### config.mk
export PLATFORM = sky130hd
export DESIGN_NAME = csr_regblock
export DESIGN_NICKNAME = d
export VERILOG_FILES = /design/src/rtl/csr_regblock.sv
export SDC_FILE = /design/constraint.sdc
export NUM_CORES = 1
export LEC_CHECK = 0
export BUFFER_PORTS_ARGS = -buffer_cell sky130_fd_sc_hd__buf_2
export CORE_MARGIN = 2
export CORE_UTILIZATION = 55
export CTS_CLUSTER_DIAMETER = 50
export DETAILED_ROUTE_END_ITERATION = 16
export PLACE_DENSITY = 0.81
export SKIP_LAST_GASP = 1
export SYNTH_ARGS = -nofsm -noshare
export SYNTH_HDL_FRONTEND = slang
export SYNTH_SLANG_ARGS = --single-unit
### constraint.sdc
create_clock -name clk -period 2.3 [get_ports clk]
set_input_delay 0.115 -clock clk [delete_from_list [all_inputs] [get_ports clk]]
set_output_delay 0.115 -clock clk [all_outputs]
set_load 0.05 [all_outputs]
### src/rtl/csr_regblock.sv
// -----------------------------------------------------------------------------
// csr_regblock
//   Memory-mapped control/status register block with a PeakRDL-style CPU
//   interface. Zero wait states: acks, read data and error flags are
//   combinational in the request cycle. Register updates land on the next
//   rising clk edge.
//
//   Register map (word index = s_cpuif_addr[ADDR_WIDTH-1:2]):
//     0x00 ID          RO   ID_VALUE
//     0x04 SCRATCH     RW
//     0x08 CTRL        RW   drives ctrl_o
//     0x0C STATUS      RO   live status_i
//     0x10 IRQ_STATUS  W1C  set by irq_set_i
//     0x14 IRQ_ENABLE  RW
//     0x18 EVT_CNT     RW   increments on cnt_inc_i
//     others           unmapped (rd_err / wr_err)
//
// Ports:
//   clk, arst_n                      clock, async active-low reset
//   s_cpuif_req/req_is_wr/addr       CPU request qualifier, direction, byte address
//   s_cpuif_wr_data/wr_biten         write data and per-bit write enable
//   s_cpuif_req_stall_wr/rd          stall outputs, always 0
//   s_cpuif_rd_ack/rd_err/rd_data    read response (same cycle)
//   s_cpuif_wr_ack/wr_err            write response (same cycle)
//   ctrl_o                           CTRL register value
//   status_i                         live hardware status
//   irq_set_i                        per-bit interrupt set pulses
//   irq_o                            OR of enabled pending interrupts
//   cnt_inc_i                        event counter increment strobe
// -----------------------------------------------------------------------------
module csr_regblock #(
    parameter int          ADDR_WIDTH = 5,
    parameter logic [31:0] ID_VALUE   = 32'h5747_0001
) (
    input  logic                  clk,
    input  logic                  arst_n,
    input  logic                  s_cpuif_req,
    input  logic                  s_cpuif_req_is_wr,
    input  logic [ADDR_WIDTH-1:0] s_cpuif_addr,
    input  logic [31:0]           s_cpuif_wr_data,
    input  logic [31:0]           s_cpuif_wr_biten,
    output logic                  s_cpuif_req_stall_wr,
    output logic                  s_cpuif_req_stall_rd,
    output logic                  s_cpuif_rd_ack,
    output logic                  s_cpuif_rd_err,
    output logic [31:0]           s_cpuif_rd_data,
    output logic                  s_cpuif_wr_ack,
    output logic                  s_cpuif_wr_err,
    output logic [31:0]           ctrl_o,
    input  logic [31:0]           status_i,
    input  logic [31:0]           irq_set_i,
    output logic                  irq_o,
    input  logic                  cnt_inc_i
);

    localparam int IDX_W = ADDR_WIDTH - 2;

    localparam logic [IDX_W-1:0] IDX_ID         = IDX_W'(3'd0);
    localparam logic [IDX_W-1:0] IDX_SCRATCH    = IDX_W'(3'd1);
    localparam logic [IDX_W-1:0] IDX_CTRL       = IDX_W'(3'd2);
    localparam logic [IDX_W-1:0] IDX_STATUS     = IDX_W'(3'd3);
    localparam logic [IDX_W-1:0] IDX_IRQ_STATUS = IDX_W'(3'd4);
    localparam logic [IDX_W-1:0] IDX_IRQ_ENABLE = IDX_W'(3'd5);
    localparam logic [IDX_W-1:0] IDX_EVT_CNT    = IDX_W'(3'd6);

    // Bit-enabled merge of write data into an existing register value.
    function automatic logic [31:0] merge_biten(
        input logic [31:0] old_v,
        input logic [31:0] wdata,
        input logic [31:0] biten
    );
        return (old_v & ~biten) | (wdata & biten);
    endfunction

    logic [31:0]      scratch_r;
    logic [31:0]      ctrl_r;
    logic [31:0]      irq_status_r;
    logic [31:0]      irq_enable_r;
    logic [31:0]      evt_cnt_r;

    logic [IDX_W-1:0] widx_s;
    logic             rd_ack_s;
    logic             wr_ack_s;
    logic [31:0]      rd_val_s;
    logic             mapped_s;
    logic             writable_s;
    logic             wr_hit_s;
    logic             unused_addr_s;

    // Byte-offset bits carry no meaning for a word-wide register file.
    assign unused_addr_s = ^s_cpuif_addr[1:0];

    assign widx_s   = s_cpuif_addr[ADDR_WIDTH-1:2];
    assign rd_ack_s = s_cpuif_req & ~s_cpuif_req_is_wr;
    assign wr_ack_s = s_cpuif_req &  s_cpuif_req_is_wr;
    assign wr_hit_s = wr_ack_s & writable_s;

    // Address decode: read mux plus mapped/writable classification.
    always_comb begin
        rd_val_s   = 32'h0000_0000;
        mapped_s   = 1'b0;
        writable_s = 1'b0;
        case (widx_s)
            IDX_ID: begin
                rd_val_s   = ID_VALUE;
                mapped_s   = 1'b1;
                writable_s = 1'b0;
            end
            IDX_SCRATCH: begin
                rd_val_s   = scratch_r;
                mapped_s   = 1'b1;
                writable_s = 1'b1;
            end
            IDX_CTRL: begin
                rd_val_s   = ctrl_r;
                mapped_s   = 1'b1;
                writable_s = 1'b1;
            end
            IDX_STATUS: begin
                rd_val_s   = status_i;
                mapped_s   = 1'b1;
                writable_s = 1'b0;
            end
            IDX_IRQ_STATUS: begin
                rd_val_s   = irq_status_r;
                mapped_s   = 1'b1;
                writable_s = 1'b1;
            end
            IDX_IRQ_ENABLE: begin
                rd_val_s   = irq_enable_r;
                mapped_s   = 1'b1;
                writable_s = 1'b1;
            end
            IDX_EVT_CNT: begin
                rd_val_s   = evt_cnt_r;
                mapped_s   = 1'b1;
                writable_s = 1'b1;
            end
            default: begin
                rd_val_s   = 32'h0000_0000;
                mapped_s   = 1'b0;
                writable_s = 1'b0;
            end
        endcase
    end

    assign s_cpuif_req_stall_wr = 1'b0;
    assign s_cpuif_req_stall_rd = 1'b0;
    assign s_cpuif_rd_ack       = rd_ack_s;
    assign s_cpuif_wr_ack       = wr_ack_s;
    assign s_cpuif_rd_data      = rd_ack_s ? rd_val_s : 32'h0000_0000;
    assign s_cpuif_rd_err       = rd_ack_s & ~mapped_s;
    assign s_cpuif_wr_err       = wr_ack_s & ~writable_s;

    assign ctrl_o = ctrl_r;
    assign irq_o  = |(irq_status_r & irq_enable_r);

    // SCRATCH register.
    always_ff @(posedge clk or negedge arst_n) begin
        if (!arst_n) begin
            scratch_r <= 32'h0000_0000;
        end else if (wr_hit_s && (widx_s == IDX_SCRATCH)) begin
            scratch_r <= merge_biten(scratch_r, s_cpuif_wr_data, s_cpuif_wr_biten);
        end
    end

    // CTRL register.
    always_ff @(posedge clk or negedge arst_n) begin
        if (!arst_n) begin
            ctrl_r <= 32'h0000_0000;
        end else if (wr_hit_s && (widx_s == IDX_CTRL)) begin
            ctrl_r <= merge_biten(ctrl_r, s_cpuif_wr_data, s_cpuif_wr_biten);
        end
    end

    // IRQ_STATUS: software clears first, hardware set is OR'd in afterwards so
    // a set pulse always survives a simultaneous write-1-to-clear.
    always_ff @(posedge clk or negedge arst_n) begin
        if (!arst_n) begin
            irq_status_r <= 32'h0000_0000;
        end else if (wr_hit_s && (widx_s == IDX_IRQ_STATUS)) begin
            irq_status_r <= (irq_status_r & ~(s_cpuif_wr_biten & s_cpuif_wr_data)) | irq_set_i;
        end else begin
            irq_status_r <= irq_status_r | irq_set_i;
        end
    end

    // IRQ_ENABLE register.
    always_ff @(posedge clk or negedge arst_n) begin
        if (!arst_n) begin
            irq_enable_r <= 32'h0000_0000;
        end else if (wr_hit_s && (widx_s == IDX_IRQ_ENABLE)) begin
            irq_enable_r <= merge_biten(irq_enable_r, s_cpuif_wr_data, s_cpuif_wr_biten);
        end
    end

    // EVT_CNT: a software write takes priority over a same-cycle increment.
    always_ff @(posedge clk or negedge arst_n) begin
        if (!arst_n) begin
            evt_cnt_r <= 32'h0000_0000;
        end else if (wr_hit_s && (widx_s == IDX_EVT_CNT)) begin
            evt_cnt_r <= merge_biten(evt_cnt_r, s_cpuif_wr_data, s_cpuif_wr_biten);
        end else if (cnt_inc_i) begin
            evt_cnt_r <= evt_cnt_r + 32'd1;
        end
    end

endmodule

# Yosys cells after proc, flatten, opt, wreduce, memory -nomap -nowiden
# Cells that the tools add are included.
[word_totals]
reg_bits = 160
inputBits = 138
word_cells = 52
[op_classes]
n_eq_ne = 6
mux = 7
n_reduce_logical = 10
add_sub_neg = 1
n_bitwise = 23
[op_table]
columns = ["operator", "n"]
rows = [
  ["32-bit bitwise AND", 7],
  ["32-bit case mux with 7 select lines", 1],
  ["32-bit bitwise OR", 6],
  ["32-bit two-way mux", 4],
  ["32-bit NOT", 2],
  ["32-bit by 1-bit adder with 32-bit output (second input constant)", 1],
  ["32-bit OR reduction", 1],
  ["3-bit equality test (second input constant)", 3],
  ["7-bit OR reduction", 1],
  ["3-bit by 2-bit equality test with 1-bit output (second input constant)", 2],
  ["1-bit bitwise AND", 5],
  ["1-bit logical AND", 5],
  ["5-bit OR reduction", 1],
  ["3-bit by 1-bit equality test with 1-bit output (second input constant)", 1],
  ["3-bit logical NOT", 1],
  ["1-bit NOT", 3],
  ["1-bit two-way mux", 2],
  ["2-bit nonzero test", 1],
]

# Longest topological paths before layout
# Gate-level depths: netlist (run 1).
[depth]
word_depth = 6
mapped_depth = 8

# Worst setup path after synthesis (run 1)
# No wires, ideal clock.
[synth_timing]
path_type = "in2out"
start = "input port s_cpuif_req"
end = "output port s_cpuif_rd_data[29]"
cell_stages = 4
slack_ps = -344
required_ps = 2185
path_buffers = 1
arrival_ps = 2529
cell_sequence = "nor2b_1 -> nand2_1 -> buf_1 -> a211oi_1"
[synth_via]
elab_chain_len = 2
[synth_rtl]
columns = ["element", "line", "text"]
rows = [
  ["from (decl)", "37", "input logic s_cpuif_req,"],
  ["1-bit bitwise AND", "94", "assign rd_ack_s = s_cpuif_req & ~s_cpuif_req_is_wr;"],
  ["32-bit two-way mux", "151", "assign s_cpuif_rd_data = rd_ack_s ? rd_val_s : 32'h0000_0000;"],
  ["to (decl)", "46", "output logic [31:0] s_cpuif_rd_data,"],
]
# Every way passes these cells.

# Final worst setup path (run 1)
[layout_timing]
start = "register irq_status_r[28]"
end = "output port irq_o"
[layout_via]
elab_chain_len = 2
[layout_rtl]
columns = ["element", "line", "text"]
rows = [
  ["from (decl)", "77", "logic [31:0] irq_status_r;"],
  ["from (signal assigned)", "182", "irq_status_r <= (irq_status_r & ~(s_cpuif_wr_biten & s_cpuif_wr_data)) | irq_set_i;"],
  ["from (signal assigned)", "184", "irq_status_r <= irq_status_r | irq_set_i;"],
  ["32-bit bitwise AND", "156", "assign irq_o = |(irq_status_r & irq_enable_r);"],
  ["32-bit OR reduction", "156", ""],
  ["to (decl)", "52", "output logic irq_o,"],
]
# Every way passes these cells.

==> parameters.txt, run 1 <==
Parameter                              Value

Floorplanning
  Num ports    209
  Core Footprint    approximately 0.016 mm²
  Die Footprint    approximately 0.018 mm²
  Height of the die    ~130 µm
  Die width    around 130 µm
  Number of rows created at floorplan    47
  Effective utilization at floorplan    0.557

Power and ir drop
  PwrDens    771 mW/mm²
  Largest vdd supply drop    0.568 mV
  Static Leak    5.06 nW

Worst setup path
  Kind of critical path    reg2out
  Data required time at the worst endpoint    ~2.2 ns
  Worst-case register-to-register setup slack    ~0.21 ns
  Depth of the worst register-to-register path    6
  Data arrival time of the worst path    roughly 2.1 ns
  Worst setup EP type    output pin
  Critical Path Fanout Max    3
  Kind of start point of the critical path    flop

Global routing
  Largest net degree at the start of global routing    65
  Global route overflow    0
  Vias in the first global route    between 8k and 9k
  Number of antenna violations at the first check in global routing    0
  First-pass GRT wire length    between 40000 and 50000 µm
  Overall track demand over capacity in global routing    0.348

Yosys
  Fraction of synthesis flops using an asynchronous set or reset pin    1.00
  Count of state elements after synthesis    160
  Gate Count Post-Synth    936
  Cell types with the largest area share after synthesis    sky130_fd_sc_hd__dfrtp_1, sky130_fd_sc_hd__mux2_2, sky130_fd_sc_hd__nand2_1
  Area share of the largest cell type after synthesis    0.440
  Cell area after synthesis    just over 0.009 mm²
  Unique masters post-synth    60
  Warnings, synthesis    0
  Number of synthesized flops with an enable pin    0
  Largest area contributor in the synthesized netlist    sky130_fd_sc_hd__dfrtp_1
  Most used flip-flop cell after synthesis    sky130_fd_sc_hd__dfrtp_1
  Part of the Yosys area used for sequential elements    0.440
  Synth Area per Inst    ~9.7 µm²

CTS
  Insertion delay of the later-clocked pin in the worst-skew pair    between 0.4 and 0.5 ns
  Clock Tree Buf Depth    2
  Clk root buf    sky130_fd_sc_hd__clkbuf_16
  Number of clock sinks    160
  Setup Fix Bufs, Post-CTS    0
  H-tree level count    4
  Clock-pin slew reported for the worst setup and hold paths after clock tree synthesis    0.06 ns
  CTS buffer count    17
  CTS tree    done

Timing
  RSZ-0062 raised after global routing    false
  Finish-stage setup viols    0
  Slew Limit Headroom    0.581
  Tightest Pin Transition    roughly 0.63 ns
  Final clock period utilization by the worst path    0.982
  Least setup slack across all paths after layout    between 0.04 and 0.05 ns
  Final critical-path required period    between 2 and 2.5 ns
  Number of pins exceeding their max-slew limit in the final report    0
  Highest clock rate    443 MHz
  Worst setup skew after layout    approximately 0.0087 ns
  Final-report hold violation count    0

Layout
  Commonest non-fill, non-tap cell in the layout    sky130_fd_sc_hd__buf_2
  Leading cell types in the layout, fill and taps excluded    sky130_fd_sc_hd__buf_2, sky130_fd_sc_hd__dfrtp_1, sky130_fd_sc_hd__nand2_1
  ANT cells    0
  Share of layout cells above drive strength 1    0.320
  Area growth, synth to finish    27.9%
  Number of nets in the finished design    roughly 1.3k
  Area used by multi-input combinational logic    between 0.004 and 0.005 mm²
  Flip-flop and latch area    0.00400 mm²
  Number of filler instances in the final layout    roughly 1.2k
  Post-route cell area    ~0.012 mm²

Placed design
  Last weighted congestion value of the routability-driven placer    0.949
  Worst slack after detailed placement    0.285 ns
  Final HPWL DP    slightly above 20000 µm
  Cell area reported after detailed placement    roughly 0.011 mm²
  Number of input and output port buffers inserted    204

Routing
  Routed WL    slightly above 30000 µm
  Detailed-routing wirelength on met1    12400 µm
  Top layer used by detailed routing    met4
  1st-pass router iterations    5
  Detailed router's first-iteration violation count    around 790
  Final ANT Viol Nets    0
  Met2 Wirelength    between 10000 and 15000 µm
  Number of DRC violations after detailed routing    0
  Length of routed met3 wiring    approximately 2600 µm
  Average routed wire per standard cell    between 20 and 25 µm
  Via total after detailed routing    between 9k and 10k
  Detail-routed via count per cell    approximately 6.3

Run
  Maxcap violations    0

Outcome
  Outcome    finished, final reports clean

Hold path
  Hold path start    s_cpuif_wr_data[29]
  Path class of the lowest-slack min-delay path    in2reg
  Hold-critical path depth    2
==> what timing repair did <==
action                                 CTS  global route
endpoints found under the hold margin  149             0
resized for setup                        0             2
hold buffers                            54             0
setup endpoints to repair                0             1
==> critical path: stages, from the launching register on <==
cell,delay [ns]
sky130_fd_sc_hd__dfrtp_1,0.41
sky130_fd_sc_hd__a22oi_1,0.36
sky130_fd_sc_hd__nand4_1,0.22
sky130_fd_sc_hd__or4_1,0.48
sky130_fd_sc_hd__buf_2,0.24
==> area by class of cell <==
| cell class | count | area share |
|---|---|---|
| inverters | 4 | 0.00129 |
| clock buffers | 22 | 0.0416 |
| repair buffers | 294 | 0.165 |
| clock inverters | 10 | 0.00731 |
| flip-flops and latches | 160 | 0.344 |
| well taps | 220 | 0.0236 |
| multi-input cells | 716 | 0.417 |
==> how the worst max path moves through the flow <==
stage / start / to / slack (ns) / cells after the start
after floorplan: s_cpuif_req / s_cpuif_rd_data[10] / -0.34 / 4
after global placement: flop / flop / 0.30 / 7
after detailed placement: flop / flop / 0.29 / 7
after CTS: flop / irq_o / 0.04 / 4
after global routing: irq_status_r[29] / irq_o / 0.002 / 4
final: irq_status_r[28] / irq_o / 0.04 / 4
==> cells by family (layout without fill, tap and decap cells) <==
logic type | after synthesis | after routing | synth area share
DFF | 160 | 160 | 0.440
other | 1 | 2 | 0.000412
adders and majority gates | 1 | 1 | 0.00137
AOI/OAI and AO/OA | 225 | 225 | 0.174
and+or+nand+nor | 340 | 340 | 0.175
xor gates and xnor gates | 2 | 2 | 0.00193
buffers and inverters | 61 | 330 | 0.0315
muxes | 146 | 146 | 0.175
==> Yosys cell counts (2+ instances only) <==
cell type	n
sky130_fd_sc_hd__a21o_1	32
sky130_fd_sc_hd__a221oi_1	23
sky130_fd_sc_hd__nor2_1	73
sky130_fd_sc_hd__o211ai_1	7
sky130_fd_sc_hd__and3_1	8
sky130_fd_sc_hd__mux2_2	94
sky130_fd_sc_hd__a311oi_1	4
sky130_fd_sc_hd__buf_2	21
sky130_fd_sc_hd__o311ai_0	4
sky130_fd_sc_hd__nand4_1	14
sky130_fd_sc_hd__a21oi_1	47
sky130_fd_sc_hd__nand2b_1	6
sky130_fd_sc_hd__buf_4	6
sky130_fd_sc_hd__nor3_2	3
sky130_fd_sc_hd__o21a_1	2
sky130_fd_sc_hd__inv_1	4
sky130_fd_sc_hd__a31oi_1	3
sky130_fd_sc_hd__mux2i_1	39
sky130_fd_sc_hd__nor3_1	8
sky130_fd_sc_hd__buf_1	7
sky130_fd_sc_hd__a211oi_1	28
sky130_fd_sc_hd__dfrtp_1	160
sky130_fd_sc_hd__nor4_1	3
sky130_fd_sc_hd__clkbuf_1	21
sky130_fd_sc_hd__o31a_1	2
sky130_fd_sc_hd__nand3_1	56
sky130_fd_sc_hd__a22oi_1	27
sky130_fd_sc_hd__o21ai_0	13
sky130_fd_sc_hd__nand2_1	146
sky130_fd_sc_hd__mux2_1	13
sky130_fd_sc_hd__o22ai_1	14
sky130_fd_sc_hd__xor2_1	2
sky130_fd_sc_hd__nor3b_1	4
sky130_fd_sc_hd__nor2b_1	5
sky130_fd_sc_hd__a22o_1	12
==> where the power goes <==
group | internal [mW] | switching (mW) | total (mW) | leakage [nW]
sequential | 3.31 | 0.534 | 3.84 | 1.89
combinational | 0.951 | 1.43 | 2.38 | 2.90
clock | 1.59 | 1.16 | 2.76 | 0.274
total | 5.85 | 3.12 | 8.98 | 5.06
==> metrics by stage <==
stage	utilization	setup TNS (ns)	power, mW	std cells	hold slack (ns)
2_1_floorplan	-	-3.65	5.29	937	-0.181
6_report	0.712	0	8.98	1426	0.0113
3_3_place_gp	0.644	0	6.05	1340	0.153
4_1_cts	0.711	0	8.93	1426	0.000347
5_1_grt	0.712	0	9.34	1426	0.00824
3_5_place_dp	0.644	0	6.12	1340	0.153
==> per-layer routing <==
| metal | vias to the layer above | global-route usage |
|---|---|---|
| met5 | - | 0 |
| met4 | 0 | 0.133 |
| met3 | 74 | 0.0559 |
| met2 | 550 | 0.569 |
| met1 | 4397 | 0.469 |
| li1 | 3994 | - |
Note: power is estimated with default switching activity, not from simulation.
==> inputs of run 2 (changes only) <==
clock period = 2.4 ns   (was 2.3 ns; I/O delays follow)
==> run 2 against run 1 <==
Sequential power down 4%. Utilization rose by 0.11 points. Worst hold slack worse by 0.0042 ns. Worst setup slack improved by 0.045 ns. Cell area rose by 0.16%. Power is 2.7% lower. Clock skew fell by 0.0015 ns. First-iteration DRC count up 37%. Non-clock buffer count rose by 4. Largest cell class unchanged. Combinational power fell by 5%. Register-to-register slack about the same. Critical path depth is the same.
==> parameters.txt, run 2 (synthesis gave the netlist of run 1 again) <==
Parameter                              Value

Layout
  Number of nets in the finished design    1336 (+0.30%)
  Share of layout cells above drive strength 1    0.316 (-0.00384)
  Post-route cell area    0.0117 mm² (+0.16%)
  Leading cell types in the layout, fill and taps excluded    sky130_fd_sc_hd__buf_2, sky130_fd_sc_hd__dfrtp_1, sky130_fd_sc_hd__nand2_1
  ANT cells    0 (unchanged)
  Commonest non-fill, non-tap cell in the layout    sky130_fd_sc_hd__buf_2
  Number of filler instances in the final layout    1241 (-0.24%)
  Area growth, synth to finish    28.1%

Timing
  Final clock period utilization by the worst path    0.964
  Worst setup skew after layout    0.00715 ns (-0.00152 ns)
  Highest clock rate    ~430 MHz
  Finish-stage setup viols    0 (unchanged)
  Post-Route Hold Slack    0.00718 ns (-0.00415 ns)
  Number of pins exceeding their max-slew limit in the final report    0 (unchanged)
  Tightest Pin Transition    0.541 ns (-0.0870 ns)
  Final critical-path required period    2.31 ns
  Final-report hold violation count    0 (unchanged)
  Slew Limit Headroom    0.637 (+0.0559)
  RSZ-0062 raised after global routing    false

Worst setup path
  Worst-case register-to-register setup slack    0.22 ns (about the same)
  Data required time at the worst endpoint    2.28 ns (+0.10 ns)
  Depth of the worst register-to-register path    7 (+1)
  Critical Path Fanout Max    3 (unchanged)
  Data arrival time of the worst path    2.19 ns (+0.05 ns)
  Worst setup EP type    output pin
  Kind of start point of the critical path    flop
  Kind of critical path    reg2out
  Crit path to    irq_o

Hold path
  Path class of the lowest-slack min-delay path    in2reg

Floorplanning
  Num ports    209 (unchanged)
  Die width    133 µm (unchanged)
  Core Footprint    0.0163 mm² (unchanged)
  Number of rows created at floorplan    47 (unchanged)
  Die Footprint    0.0176 mm² (unchanged)
  Height of the die    133 µm (unchanged)
  Effective utilization at floorplan    0.557 (unchanged)

Routing
  Detailed router's first-iteration violation count    1081 (+37%)
  Routed WL    30200 µm (-0.51%)
  Average routed wire per standard cell    21.2 µm (-0.65%)
  Number of DRC violations after detailed routing    0 (unchanged)
  Final ANT Viol Nets    0 (unchanged)
  Detail-routed via count per cell    6.38 (+0.93%)
  1st-pass router iterations    8 (+3)
  Via total after detailed routing    9112 (+1.1%)

Power and ir drop
  Seq pwr share    0.422 (-0.006)
  Largest vdd supply drop    0.602 mV (+6.0%)
  Total chip power    8.74 mW (-2.7%)
  Logic gate share of total power    0.260 (-0.005)
  Cell internal power dissipation    5.75 mW (-1.8%)
  Share of power burned in the clock network    0.319 (+0.012)
  Static Leak    5.07 nW (+0.25%)
  Switching fraction of total power    0.342 (-0.00574)
  PwrDens    749 mW/mm² (-2.8%)
  Switching power summed over all nets    2.99 mW (-4.3%)

Placed design
  Number of input and output port buffers inserted    204 (unchanged)
  Last weighted congestion value of the routability-driven placer    0.938 (-1.1%)
  Cell area reported after detailed placement    0.0105 mm² (-0.43%)
  Final HPWL DP    20700 µm (+1.0%)

Global routing
  Overall track demand over capacity in global routing    0.348 (about the same)
  Global route overflow    0 (unchanged)
  Vias in the first global route    8999 (+1.3%)
  Largest net degree at the start of global routing    85 (+31%)
  Number of antenna violations at the first check in global routing    0 (unchanged)
  First-pass GRT wire length    47700 µm (-0.52%)

CTS
  Insertion delay of the later-clocked pin in the worst-skew pair    0.43 ns (about the same)
  Clock Tree Buf Depth    2 (unchanged)
  Post-CTS sizing    0 (unchanged)
  Clock-pin slew reported for the worst setup and hold paths after clock tree synthesis    0.06 ns (about the same)
  Number of clock sinks    160 (unchanged)
  Clk root buf    sky130_fd_sc_hd__clkbuf_16
  H-tree level count    4 (unchanged)
  CTS buffer count    17 (unchanged)
  CTS tree    done

Outcome
  Outcome    finished, final reports clean

Run
  Maxcap violations    0 (unchanged)
## run 2: cell type report
type                       count  area, µm²  area share
inverter                       4       15.0     0.00129
clock buffer                  19        453      0.0388
sequential                   160       4000       0.343
tap                          220        275      0.0236
clock inverter                11        140      0.0120
multi-input combinational    716       4840       0.415
timing repair buffer         298       1930       0.166
## run 2: what timing repair did
item	in CTS	in global routing
setup buffers	0	0
hold buffers	59	0
hold endpoints to repair	258	0
## run 2: critical path, cell delays in order, from the launching register on
cell and delay [ns]:
sky130_fd_sc_hd__dfrtp_1 0.40, sky130_fd_sc_hd__a22oi_1 0.36, sky130_fd_sc_hd__nand4_1 0.18, sky130_fd_sc_hd__or4_1 0.58, sky130_fd_sc_hd__buf_2 0.24
## run 2: power by group through the flow
| stage | logic, mW | registers [mW] | clock network, mW |
|---|---|---|---|
| detailed placement | 2.15 | 3.70 | 0 |
| CTS | 2.25 | 3.66 | 2.80 |
| global route | 2.42 | 3.74 | 2.90 |
| floorplan | 1.18 | 3.89 | 0 |
| finish | 2.27 | 3.68 | 2.78 |
| global placement | 2.10 | 3.67 | 0 |
## run 2: layer usage
| metal | vias to the layer above | track usage | share of wire |
|---|---|---|---|
| li1 | 3987 | - | - |
| met1 | 4391 | 0.456 | 0.39 |
| met2 | 624 | 0.562 | 0.47 |
| met3 | 110 | 0.0720 | 0.096 |
| met4 | 0 | 0.155 | 0.041 |
| met5 | - | 0 | 0 |
## run 2: how the worst min path moves through the flow
stage | from | slack [ns] | endpoint | depth (start not counted)
6_report | s_cpuif_wr_biten[23] | 0.007 | flop | 3
5_1_grt | s_cpuif_wr_data[9] | 0.01 | flop | 2
4_1_cts | s_cpuif_wr_data[9] | 0.002 | flop | 2
3_5_place_dp | arst_n | -0.04 | asynchronous set/reset pin | 1
3_3_place_gp | arst_n | -0.04 | asynchronous set/reset pin | 1
2_1_floorplan | arst_n | -0.18 | asynchronous set/reset pin | 0
## run 2: per-stage QoR
stage | std cells | worst slack, ns | util | setup TNS (ns)
floorplan | 937 | -0.249 | - | -2.57
CTS | 1428 | 0.117 | 0.713 | 0
global route | 1428 | 0.0722 | 0.713 | 0
finish | 1428 | 0.0862 | 0.713 | 0
global placement | 1339 | 0.365 | 0.641 | 0
detailed placement | 1339 | 0.315 | 0.641 | 0
==> inputs of run 3 (changes only) <==
PLACE_DENSITY = default   (was 0.81)
PLACE_DENSITY_LB_ADDON = 0.25   (was default)
==> run 3 against run 2 <==
Critical path depth is the same. Utilization grew 0.40 points. Flip-flop and latch count is the same. Clock-buffer cell count grew 8. Sequential share of layout area shrank 0.19 points. Die area is the same. First-iteration DRC count shrank 15%. Cell count grew 0.14%. Non-clock buffer count grew 1. Critical endpoint unchanged. Combinational power is essentially flat. Via count shrank 1.9%.
==> parameters.txt, run 3 (synthesis gave the netlist of run 1 again) <==
Parameter                              Value

Placed design
  Worst slack after detailed placement    0.351 ns (+0.0355 ns)
  Last weighted congestion value of the routability-driven placer    0.961 (+2.4%)
  Number of cells in the design after placement    1347 (+0.60%)
  Cell area reported after detailed placement    0.0106 mm² (+0.81%)
  Number of input and output port buffers inserted    204 (unchanged)
  Final HPWL DP    21200 µm (+2.2%)

Floorplanning
  Core Footprint    0.0163 mm² (unchanged)
  Die width    133 µm (unchanged)
  Die Footprint    0.0176 mm² (unchanged)
  Height of the die    133 µm (unchanged)
  Effective utilization at floorplan    0.557 (unchanged)
  Num ports    209 (unchanged)
  Number of rows created at floorplan    47 (unchanged)

Global routing
  Largest net degree at the start of global routing    51 (-40%)
  First-pass GRT wire length    47700 µm (-0.14%)
  Global route overflow    0 (unchanged)
  Number of antenna violations at the first check in global routing    0 (unchanged)
  Vias in the first global route    8647 (-3.9%)
  Overall track demand over capacity in global routing    0.349 (+0.000488)

Routing
  Routed WL    30200 µm (unchanged)
  Detail-routed via count per cell    6.25 (-2.0%)
  1st-pass router iterations    6 (-2)
  Number of DRC violations after detailed routing    0 (unchanged)
  Detailed router's first-iteration violation count    922 (-15%)
  Via total after detailed routing    8940 (-1.9%)
  Final ANT Viol Nets    0 (unchanged)
  Average routed wire per standard cell    21.1 µm (-0.14%)

Layout
  Area growth, synth to finish    28.9%
  Leading cell types in the layout, fill and taps excluded    sky130_fd_sc_hd__buf_2, sky130_fd_sc_hd__dfrtp_1, sky130_fd_sc_hd__nand2_1
  Share of layout cells above drive strength 1    0.320 (+0.00361)
  Number of nets in the finished design    1337 (+0.075%)
  Post-route cell area    0.0117 mm² (+0.56%)
  Filler-free cell count of the finished design    1430 (+0.14%)
  ANT cells    0 (unchanged)
  Commonest non-fill, non-tap cell in the layout    sky130_fd_sc_hd__buf_2

Timing
  Slew Limit Headroom    0.574 (-0.0636)
  Least setup slack across all paths after layout    0.0667 ns (-0.0195 ns)
  Final clock period utilization by the worst path    0.972 (+0.00812)
  RSZ-0062 raised after global routing    false
  Number of pins exceeding their max-slew limit in the final report    0 (unchanged)
  Post-Route Hold Slack    0.00736 ns (+0.000179 ns)
  Final critical-path required period    2.33 ns (+0.0195 ns)
  Tightest Pin Transition    0.634 ns (+0.0927 ns)
  Final-report hold violation count    0 (unchanged)
  Highest clock rate    429 MHz (-0.84%)
  Finish-stage setup viols    0 (unchanged)
  Worst setup skew after layout    0.00617 ns (-0.000976 ns)

CTS
  Number of clock sinks    160 (unchanged)
  Insertion delay of the later-clocked pin in the worst-skew pair    0.42 ns (about the same)
  Post-CTS sizing    0 (unchanged)
  Clk root buf    sky130_fd_sc_hd__clkbuf_16
  H-tree level count    4 (unchanged)
  CTS tree    done
  Clock-pin slew reported for the worst setup and hold paths after clock tree synthesis    0.06 ns (about the same)
  Hold Buf Count CTS    52 (-12%)
  CTS buffer count    17 (unchanged)
  Setup Fix Bufs, Post-CTS    0 (unchanged)
  Clock Tree Buf Depth    2 (unchanged)

Power and ir drop
  Static Leak    5.12 nW (+0.93%)
  Largest vdd supply drop    0.559 mV (-7.1%)
  PwrDens    761 mW/mm² (+1.6%)

Hold path
  Path class of the lowest-slack min-delay path    in2reg

Worst setup path
  Worst setup EP type    output pin
  Data arrival time of the worst path    2.21 ns (+0.02 ns)
  Kind of start point of the critical path    flop
  Critical Path Fanout Max    3 (unchanged)
  Data required time at the worst endpoint    2.28 ns (about the same)
  Kind of critical path    reg2out

Run
  Maxcap violations    0 (unchanged)

Outcome
  Outcome    finished, final reports clean
-- run 3: through the flow --
| stage | power [mW] | TNS, ns | utilization |
|---|---|---|---|
| 2_1_floorplan | 5.07 | -2.57 | - |
| 5_1_grt | 9.26 | 0 | 0.717 |
| 3_3_place_gp | 5.82 | 0 | 0.646 |
| 3_5_place_dp | 5.87 | 0 | 0.646 |
| 6_report | 8.92 | 0 | 0.717 |
| 4_1_cts | 8.89 | 0 | 0.717 |
-- run 3: routing by layer --
layer / routed length [µm] / vias to the layer above / global-route usage
met1: 12500 / 4366 / 0.474
met2: 14200 / 512 / 0.550
met3: 2590 / 68 / 0.0644
met4: 966 / 0 / 0.149
met5: 0 / - / 0
li1: - / 3994 / -
-- run 3: worst max-delay path, stage by stage (launching register included) --
cell and delay, ns:
sky130_fd_sc_hd__dfrtp_1 0.43, sky130_fd_sc_hd__a22oi_1 0.39, sky130_fd_sc_hd__nand4_1 0.21, sky130_fd_sc_hd__or4_1 0.51, sky130_fd_sc_hd__buf_2 0.25
-- run 3: worst paths after layout --
kind	start	to	slack, ns	cells past startpoint
max in group asynchronous	arst_n	asynchronous set/reset pin	1.49	3
setup / recovery	flop	irq_o	0.07	4
hold reg to reg	flop	flop	0.50	1
min in group asynchronous	arst_n	asynchronous set/reset pin	0.20	2
setup reg to reg	flop	flop	0.29	7
hold / removal	s_cpuif_wr_data[5]	flop	0.007	2
-- run 3: power breakdown --
group	total, mW	internal, mW	switching, mW
clock network	2.96	1.91	1.05
registers	3.66	3.17	0.492
logic	2.30	0.918	1.39
total	8.92	6.00	2.93
-- run 3: cell type report --
cell class / count / area [µm²]
Clock buffer: 27 / 523
Inverter: 4 / 15.0
Fill cell: 1226 / 4620
Tap cell: 220 / 275
Clock inverter: 4 / 120
Sequential cell: 160 / 4000
Timing Repair Buffer: 299 / 1950
Multi-Input combinational cell: 716 / 4840
